`src/rtl/cg_pkg.sv`:
```
// Shared types for the clock-gate enable controller.
package cg_pkg;

  typedef enum logic [1:0] {
    CG_ACTIVE,
    CG_PREP,
    CG_GATED,
    CG_WAKE
  } cg_state_e;

endpackage

```
`src/rtl/cg_enable_ctrl.sv`:
```
// Drives cgcontrol.en: gates the domain clock after a programmable idle period
// and runs a fixed wake sequence before telling upstream it may issue work again.
module cg_enable_ctrl
  import cg_pkg::*;
#(
  parameter int IDLE_CYCLES = 16,
  parameter int WAKE_CYCLES = 2
) (
  input  logic clk,
  input  logic rst,
  input  logic activity,
  input  logic drain_done,
  input  logic force_on,
  output logic cg_en,
  output logic domain_ready,
  output logic gated
);

  localparam int CNT_MAX = (IDLE_CYCLES > WAKE_CYCLES) ? IDLE_CYCLES : WAKE_CYCLES;
  localparam int CNT_W   = $clog2(CNT_MAX + 1);

  localparam logic [CNT_W-1:0] IDLE_LAST = CNT_W'(IDLE_CYCLES - 1);
  localparam logic [CNT_W-1:0] WAKE_LAST = CNT_W'(WAKE_CYCLES - 1);

  cg_state_e        r_state;
  cg_state_e        w_state_next;
  logic [CNT_W-1:0] r_cnt;
  logic [CNT_W-1:0] w_cnt_next;
  logic             r_cg_en;
  logic             r_domain_ready;
  logic             r_gated;
  logic             w_idle;

  assign w_idle = !activity && drain_done && !force_on;

  always_comb begin
    w_state_next = r_state;
    w_cnt_next   = '0;
    unique case (r_state)
      CG_ACTIVE: begin
        if (w_idle) begin
          if (r_cnt == IDLE_LAST) begin
            w_state_next = CG_PREP;
          end else begin
            w_cnt_next = r_cnt + 1'b1;
          end
        end
      end
      CG_PREP: begin
        w_state_next = w_idle ? CG_GATED : CG_ACTIVE;
      end
      CG_GATED: begin
        // drain_done deliberately plays no part once the clock is stopped
        if (activity || force_on) begin
          w_state_next = CG_WAKE;
        end
      end
      CG_WAKE: begin
        if (r_cnt == WAKE_LAST) begin
          w_state_next = CG_ACTIVE;
        end else begin
          w_cnt_next = r_cnt + 1'b1;
        end
      end
      default: begin
        w_state_next = CG_WAKE;
      end
    endcase
  end

  // Outputs are registered decodes of the next state so they track r_state exactly.
  always_ff @(posedge clk) begin
    if (rst) begin
      r_state        <= CG_WAKE;
      r_cnt          <= '0;
      r_cg_en        <= 1'b1;
      r_domain_ready <= 1'b0;
      r_gated        <= 1'b0;
    end else begin
      r_state        <= w_state_next;
      r_cnt          <= w_cnt_next;
      r_cg_en        <= (w_state_next != CG_GATED);
      r_domain_ready <= (w_state_next == CG_ACTIVE);
      r_gated        <= (w_state_next == CG_GATED);
    end
  end

  assign cg_en        = r_cg_en;
  assign domain_ready = r_domain_ready;
  assign gated        = r_gated;

endmodule

```
`config.mk`:
```
export PLATFORM = sky130hd
export DESIGN_NAME = cg_enable_ctrl
export DESIGN_NICKNAME = d
export VERILOG_FILES = /design/src/rtl/cg_pkg.sv /design/src/rtl/cg_enable_ctrl.sv
export SDC_FILE = /design/constraint.sdc
export NUM_CORES = 1
export LEC_CHECK = 0
export CAP_MARGIN = 20
export CORE_MARGIN = 10
export CORE_UTILIZATION = 35
export CTS_CLUSTER_DIAMETER = 100
export DETAILED_ROUTE_END_ITERATION = 8
export PLACE_DENSITY = 0.57
export SETUP_SLACK_MARGIN = 0.05
export SYNTH_ARGS = -nofsm -noshare
export SYNTH_HDL_FRONTEND = slang
export SYNTH_SLANG_ARGS = --single-unit
```
`constraint.sdc`:
```
create_clock -name clk -period 1.56 [get_ports clk]
set_input_delay 0.312 -clock clk [delete_from_list [all_inputs] [get_ports clk]]
set_output_delay 0.312 -clock clk [all_outputs]
set_load 0.05 [all_outputs]
```
## Word-level counts from Yosys, hierarchy flattened

Index checks and enable logic that the tools add are counted.

| storage, ports and cells | value |
|---|---|
| register bits after elaboration | 10 |
| input bits | 5 |
| output and inout bits | 3 |
| logic and storage cells | 30 |

| operators by class | value |
|---|---|
| add/sub/neg operators | 1 |
| equality and inequality tests | 7 |
| muxes and demuxes | 10 |
| reductions and logical operators | 7 |

Operators by type and width:

| operator | count |
|---|---|
| 5-bit two-way mux | 3 |
| 2-bit two-way mux | 5 |
| 5-bit one-hot mux with 2 select lines | 1 |
| 2-bit one-hot mux with 4 select lines | 1 |
| 2-bit == test (second input constant) | 3 |
| 5-bit by 1-bit adder with 5-bit output (second input constant) | 1 |
| 5-bit by 1-bit == test with 1-bit output (second input constant) | 1 |
| 5-bit by 4-bit == test with 1-bit output (second input constant) | 1 |
| 2-bit logical NOT | 2 |
| 2-bit by 1-bit == test with 1-bit output (second input constant) | 1 |
| 1-bit logical AND | 2 |
| 1-bit logical NOT | 2 |
| 2-bit inequality test (second input constant) | 1 |
| 1-bit logical OR | 1 |

## Logic depth before layout (Yosys ltp)

| depth | value |
|---|---|
| word-level depth | 6 |
| depth in mapped cells | 7 |
| mapped depth without buffers | 7 |

## Worst setup path after synthesis

No wires, ideal clock.

| timing | value |
|---|---|
| kind | register to register |
| start point | register r_cnt[0] |
| end point | register r_state[1] |
| library setup time | 0.120 ns |
| arrival | 1.413 ns |
| required time | 1.440 ns |
| path slack | 0.027 ns |
| cell stages (with the launch flop) | 6 |
| buffers on the path | 0 |
| period minus slack after synthesis | 1.533 ns |
| cells stage by stage | dfxtp_1 ha_1 or4b_4 a21oi_2 o22ai_1 or2_1 |

| between the ends | value |
|---|---|
| longest elaborated chain between the ends | 4 |
| elaborated cells between the ends (all ways) | 6 |
| those cells by class | 2 x eq/ne; 4 x mux |

Ends and longest elaborated chain:

| what | line | text |
|---|---|---|
| start: declaration | cg_enable_ctrl.sv:27 | `logic [CNT_W-1:0] r_cnt;` |
| start signal: assignment | cg_enable_ctrl.sv:81 | `r_cnt <= w_cnt_next;` |
| 5-bit by 4-bit == test with 1-bit output | cg_enable_ctrl.sv:42 | `if (r_cnt == IDLE_LAST) begin` |
| 2-bit two-way mux | cg_enable_ctrl.sv:42 |  |
| 2-bit two-way mux | cg_enable_ctrl.sv:41 | `if (w_idle) begin` |
| 2-bit one-hot mux with 4 select lines (*) | cg_enable_ctrl.sv:39 | `unique case (r_state)` |
| end signal: assignment | cg_enable_ctrl.sv:80 | `r_state <= w_state_next;` |
| end: declaration | cg_enable_ctrl.sv:25 | `cg_state_e r_state;` |

Every way passes the cells marked *; elsewhere a longest branch is shown, timed or not.
A chain may end at the register's enable or synchronous reset.

## Worst setup path in the final report

Ends and elaborated chain as after synthesis.

==> metrics.md <==
| Metric | Value |
|---|---|
| Syn Nets | 66 |
| First-pass DRT Iterations | 2 |
| Placed inst area | 639 µm² |
| Register area share after synthesis | 38.6% |
| Crit-path cells | ha_1, or4b_4, a21oi_4, o22ai_2, or2_1 |
| Crit path DAT | 1.70 ns |
| Area growth syn-to-layout | 36.4% |
| Clock sink total | 10 |
| PD cells | 1590 nW/µm² |
| Initial antenna violation count | 0 |
| CTS Hold Buffers Added | 0 |
| FP Rows | 13 |
| Cells after Synth | 53 |
| Iter 0 DRT Violations | 4 |
| Final setup TNS | 0 ns |
| CP max stage cell | or4b_4 |
| Top post-synthesis cells by area | dfxtp_1 39%, ha_1 19%, nor2_1 4.3% |
| Fmax | 0.642 GHz |
| Skew final | 0.00258 ns |
| Placer congestion estimate | 0.696 |
| FF+latch count, synth | 10 |
| Ant diodes | 0 |
| Cts bufs inserted | 3 |
| CP peak stage delay | 0.47 ns |
| CTS tree | done |
| Post-DRT Antenna Nets | 0 |
| Final setup vio count | 0 |
| Yosys cell types | 24 |
| Starting Density | 38.5% |
| Die Ht | 58.5 µm |
| Vias in the first global route | 409 |
| Final Cell Area | 708 µm² |
| Synthesized area | 519 µm² |
| Clk root buf | clkbuf_4 |
| Routed vias | 414 |
| CP startpoint kind | flip-flop |
| Most frequent cells in the layout | 11 x buf_4, 8 x ha_1, 8 x dfxtp_1, 6 x nor2_1 |
| Worst skew pair latency | 0.26 ns |
| Cell taking the most area after synthesis | dfxtp_1 |
| Cell family with most CP delay | simple AND/OR/NAND/NOR gates |
| Routed len/inst | 12.0 µm |
| Most common cell after layout, fill and taps aside | buf_4 |
| Nets | 86 |
| Hold Crit Class | flip-flop to flip-flop |
| Cell Count, Final, Fillers Out | 86 |
| MaxCap Viol Count | 0 |
| Synth Warn # | 0 |
| Clock-pin transition on the worst setup and hold timing paths | 0.06 ns |
| Hold Vio Cnt, Final | 0 |
| Vias per inst | 4.81 |
| Die area | 3420 µm² |
| Detailed placement HPWL | 799 µm |
| Share of cells above drive strength 1 | 33.8% |
| Total grt overflow | 0 |
| # DRC | 0 |
| Chip width | 58.5 µm |
| CP Capture Type | flip-flop |
| Pleak | 0.000323 µW |
| Tmin final | 1.56 ns |
| Area fraction of the dominant cell type after synthesis | 38.6% |
| Worst-margin pin slew | 0.283 ns |
| Status | completed |
| Cell count after placement | 80 |
| CP Class | flip-flop to flip-flop |
| Max Root-Sink Buffers | 2 |
| Avg Cell Area, Syn | 9.80 µm² |
| Port Buffers | 7 |
| Max-slew violations | 0 |
| Final period util | 99.9% |
| Slew headroom | 80.9% |
| WL final | 1030 µm |
| RSZ-0062 raised after global routing | true |
| H-tree depth | 1 |
| Max FO, Critical Path | 4 |
| WP buf/inv | 0 |
| First-pass GRT wire length | 1700 µm |
| WP data required | 1.70 ns |
| Largest net degree at the start of global routing | 6 |
| Core area | 1350 µm² |
| GRT Total Usage | 6.61% |
| IO Pins | 8 |
| Worst VDD drop | 0.881 mV |
| WHS | 0.562 ns |
==> where the power goes <==
| part | leakage (µW) | switching [µW] | total, µW | internal (µW) |
|---|---|---|---|---|
| clock | 0.0000138 | 76.1 | 165 | 88.5 |
| combinational | 0.000226 | 312 | 605 | 293 |
| sequential | 0.0000828 | 32.7 | 354 | 321 |
| total | 0.000323 | 421 | 1120 | 703 |
==> cell families after synthesis <==
| logic type | Yosys count | synth area share, % |
|---|---|---|
| AND/OR/NAND/NOR | 17 | 19.8 |
| AO/OA/AOI/OAI | 11 | 15.4 |
| flip-flops | 10 | 38.6 |
| adder cells (fa/ha/maj) | 8 | 19.3 |
| buffers and inverters | 5 | 3.61 |
| XOR/XNOR | 2 | 3.37 |
==> repair_timing <==
item / 4_1_cts / 5_1_grt
setup buffers: 2 / 1
pin swaps: 3 / 2
endpoints found under the setup margin: 7 / 7
resized for setup: 5 / 1
==> tightest hold or removal path, cell delays in order (launching register included) <==
cell and delay (ns):
dfxtp_2 0.33, inv_2 0.04, ha_1 0.11, nor2_1 0.04
==> cell usage after synthesis <==
cell type and number:
nor4bb_1 1, o21ai_0 1, nand3_1 2, or4b_4 1
and4bb_2 1, nor3_1 1, inv_1 5, xnor2_1 1
nand2_1 1, nand2b_1 2, a21oi_1 2, o211ai_1 2
o22ai_1 1, o21ba_2 1, a21o_1 1, a21oi_2 1
or2_1 1, xor2_1 1, a211o_1 1, dfxtp_1 10
ha_1 8, a2bb2oi_1 1, nor2b_1 1, nor2_1 6
==> layout make-up <==
class                      count  area (µm²)
fill                         132         642
multi-input combinational     38         323
sequential                    10         203
timing repair buffer          15         123
clock buffer                   3        22.5
inverter                       5        18.8
tap                           15        18.8
==> final timing paths <==
check	startpoint	endpoint	slack, ns	cells after the start
worst max-delay path	r_cnt[0]	r_state[1]	0.002	5
worst min-delay path	r_cnt[1]	r_cnt[1]	0.56	3
worst max register to register	r_cnt[0]	r_state[1]	0.002	5
worst min register to register	r_cnt[1]	r_cnt[1]	0.56	3
==> per-layer routing <==
metal	routed length, µm	GRT usage (%)	up-vias
li1	-	-	223
met1	449	6.51	182
met2	499	10.0	7
met3	71	4.51	2
met4	11	4.03	0
met5	0	0	-
==> flip-flops by register name, indices dropped and copies added, names as in the netlist <==
name	flops
cg_en	1
domain_ready	1
gated	1
r_cnt	5
r_state	2
==> per-stage QoR <==
step / util, % / power (µW) / setup slack (ns)
3_5_place_dp: 47.4 / 879 / -0.183
4_1_cts: 51.6 / 1120 / -0.0111
5_1_grt: 52.5 / 1220 / -0.102
2_1_floorplan: - / 714 / 0.0666
6_report: 52.5 / 1120 / 0.00195
3_3_place_gp: 47.4 / 874 / -0.168
(Power assumes the default switching activity.)
==> RTL edit: new RTL, same settings <==
Reset style: asynchronous (`rst`), changed in one clocked block.
--- a/src/rtl/cg_enable_ctrl.sv
+++ b/src/rtl/cg_enable_ctrl.sv
@@ -69,7 +69,7 @@
   end
 
   // Outputs are registered decodes of the next state so they track r_state exactly.
-  always_ff @(posedge clk) begin
+  always_ff @(posedge clk or posedge rst) begin
     if (rst) begin
       r_state        <= CG_WAKE;
       r_cnt          <= '0;
Behaviour: differs if rst is asserted again (counterexample within 4 cycles, from zero or initial values and one cycle with rst high); with rst held inactive, the same outputs for 10 cycles.
==> RTL edit against the original RTL <==
- the flow now finishes with violations (setup timing)
- sequential power rose by 18%
- sequential share of layout area is 1.1 points higher
- final area up 20%
- worst setup slack got worse by 0.28 ns
- non-clock buffer count up 5
- global-route usage grew 0.058 points
- total power is 30% higher
- die area rose by 6.6%
- synthesized area rose by 10%
- synthesized cell count unchanged
- routed wire length is 3.3% higher
- sequential cell count unchanged
- critical endpoint is now gated
- largest cell class unchanged
==> RTL edit: results (changes against the original RTL) <==
- Result of the run: complete, but fails checks
- Violated checks: setup timing
- Minimum hold slack: 0.3139 ns (-0.2482 ns)
- Met1 Wirelength: 496 um (+10%)
- Most frequent cells after synthesis: ha_1, inv_1, dfrtp_1, nor2_1, dfstp_2
- IR drop worst, VDD: 0.9038 mV (+2.6%)
- Filler instances: 141 (+6.8%)
- Share of the yosys chip area belonging to registers: 44.42% (+5.9 points)
- Register share of the cell area: 29.77% (+1.1 points)
- Share of the synthesized area in compound gates (AO/OA/AOI/OAI): 10.28% (-5.1 points)
- Worst Slack Setup Final: -0.2750 ns (-0.2770 ns)
- R2R cell count: 6 (+1)
- Average detailed-routed wire length per instance: 11.45 um (-4.5%)
- Count of distinct cell types in the synthesized netlist: 22 (-8.3%)
- Final worst clock skew: 0.009368 ns (+0.006793 ns)
- Number of nets in the finished design: 91 (+5.8%)
- Number of failing setup endpoints in the final timing report: 10 (+10)
- Data arrival time of the critical path: 1.97 ns (+0.27 ns)
- Repair and plain buffers: 20 (+5)
- Clock distribution area overhead in the final layout: 3.079% (-0.10 points)
- Combinational-cell power consumption: 876 uW (+45%)
- GR Util All Layers: 6.664% (+0.058 points)
- Global-route track usage on met1: 7.757% (+1.3 points)
- Main synth FF type: dfrtp_1
- Ratio of cells with drive above 1 in the final layout: 46.75% (+13 points)
==> RTL edit: cell count changes in the layout (fill, tap and decap cells not counted), sizes merged, moves of 2 or more <==
| cell | before | now |
|---|---|---|
| o211ai | 2 | 0 |
| dfrtp | 0 | 7 |
| and2 | 0 | 2 |
| buf | 11 | 16 |
| inv | 5 | 8 |
| a21oi | 3 | 1 |
| dfxtp | 10 | 0 |
| dfstp | 0 | 3 |
| o21bai | 0 | 2 |
| nand2b | 2 | 0 |
==> RTL edit: per-stage QoR <==
| step | setup slack [ns] | cells | power, mW | setup TNS, ns |
|---|---|---|---|---|
| 4_1_cts | -0.2689 | 93 | 1.482 | -1.273 |
| 2_1_floorplan | -0.1524 | 53 | 0.8680 | -0.3402 |
| 6_report | -0.2750 | 93 | 1.465 | -1.319 |
| 3_5_place_dp | -0.2670 | 87 | 1.155 | -1.943 |
| 3_3_place_gp | -0.2437 | 87 | 1.153 | -1.659 |
| 5_1_grt | -0.3815 | 93 | 1.597 | -2.261 |
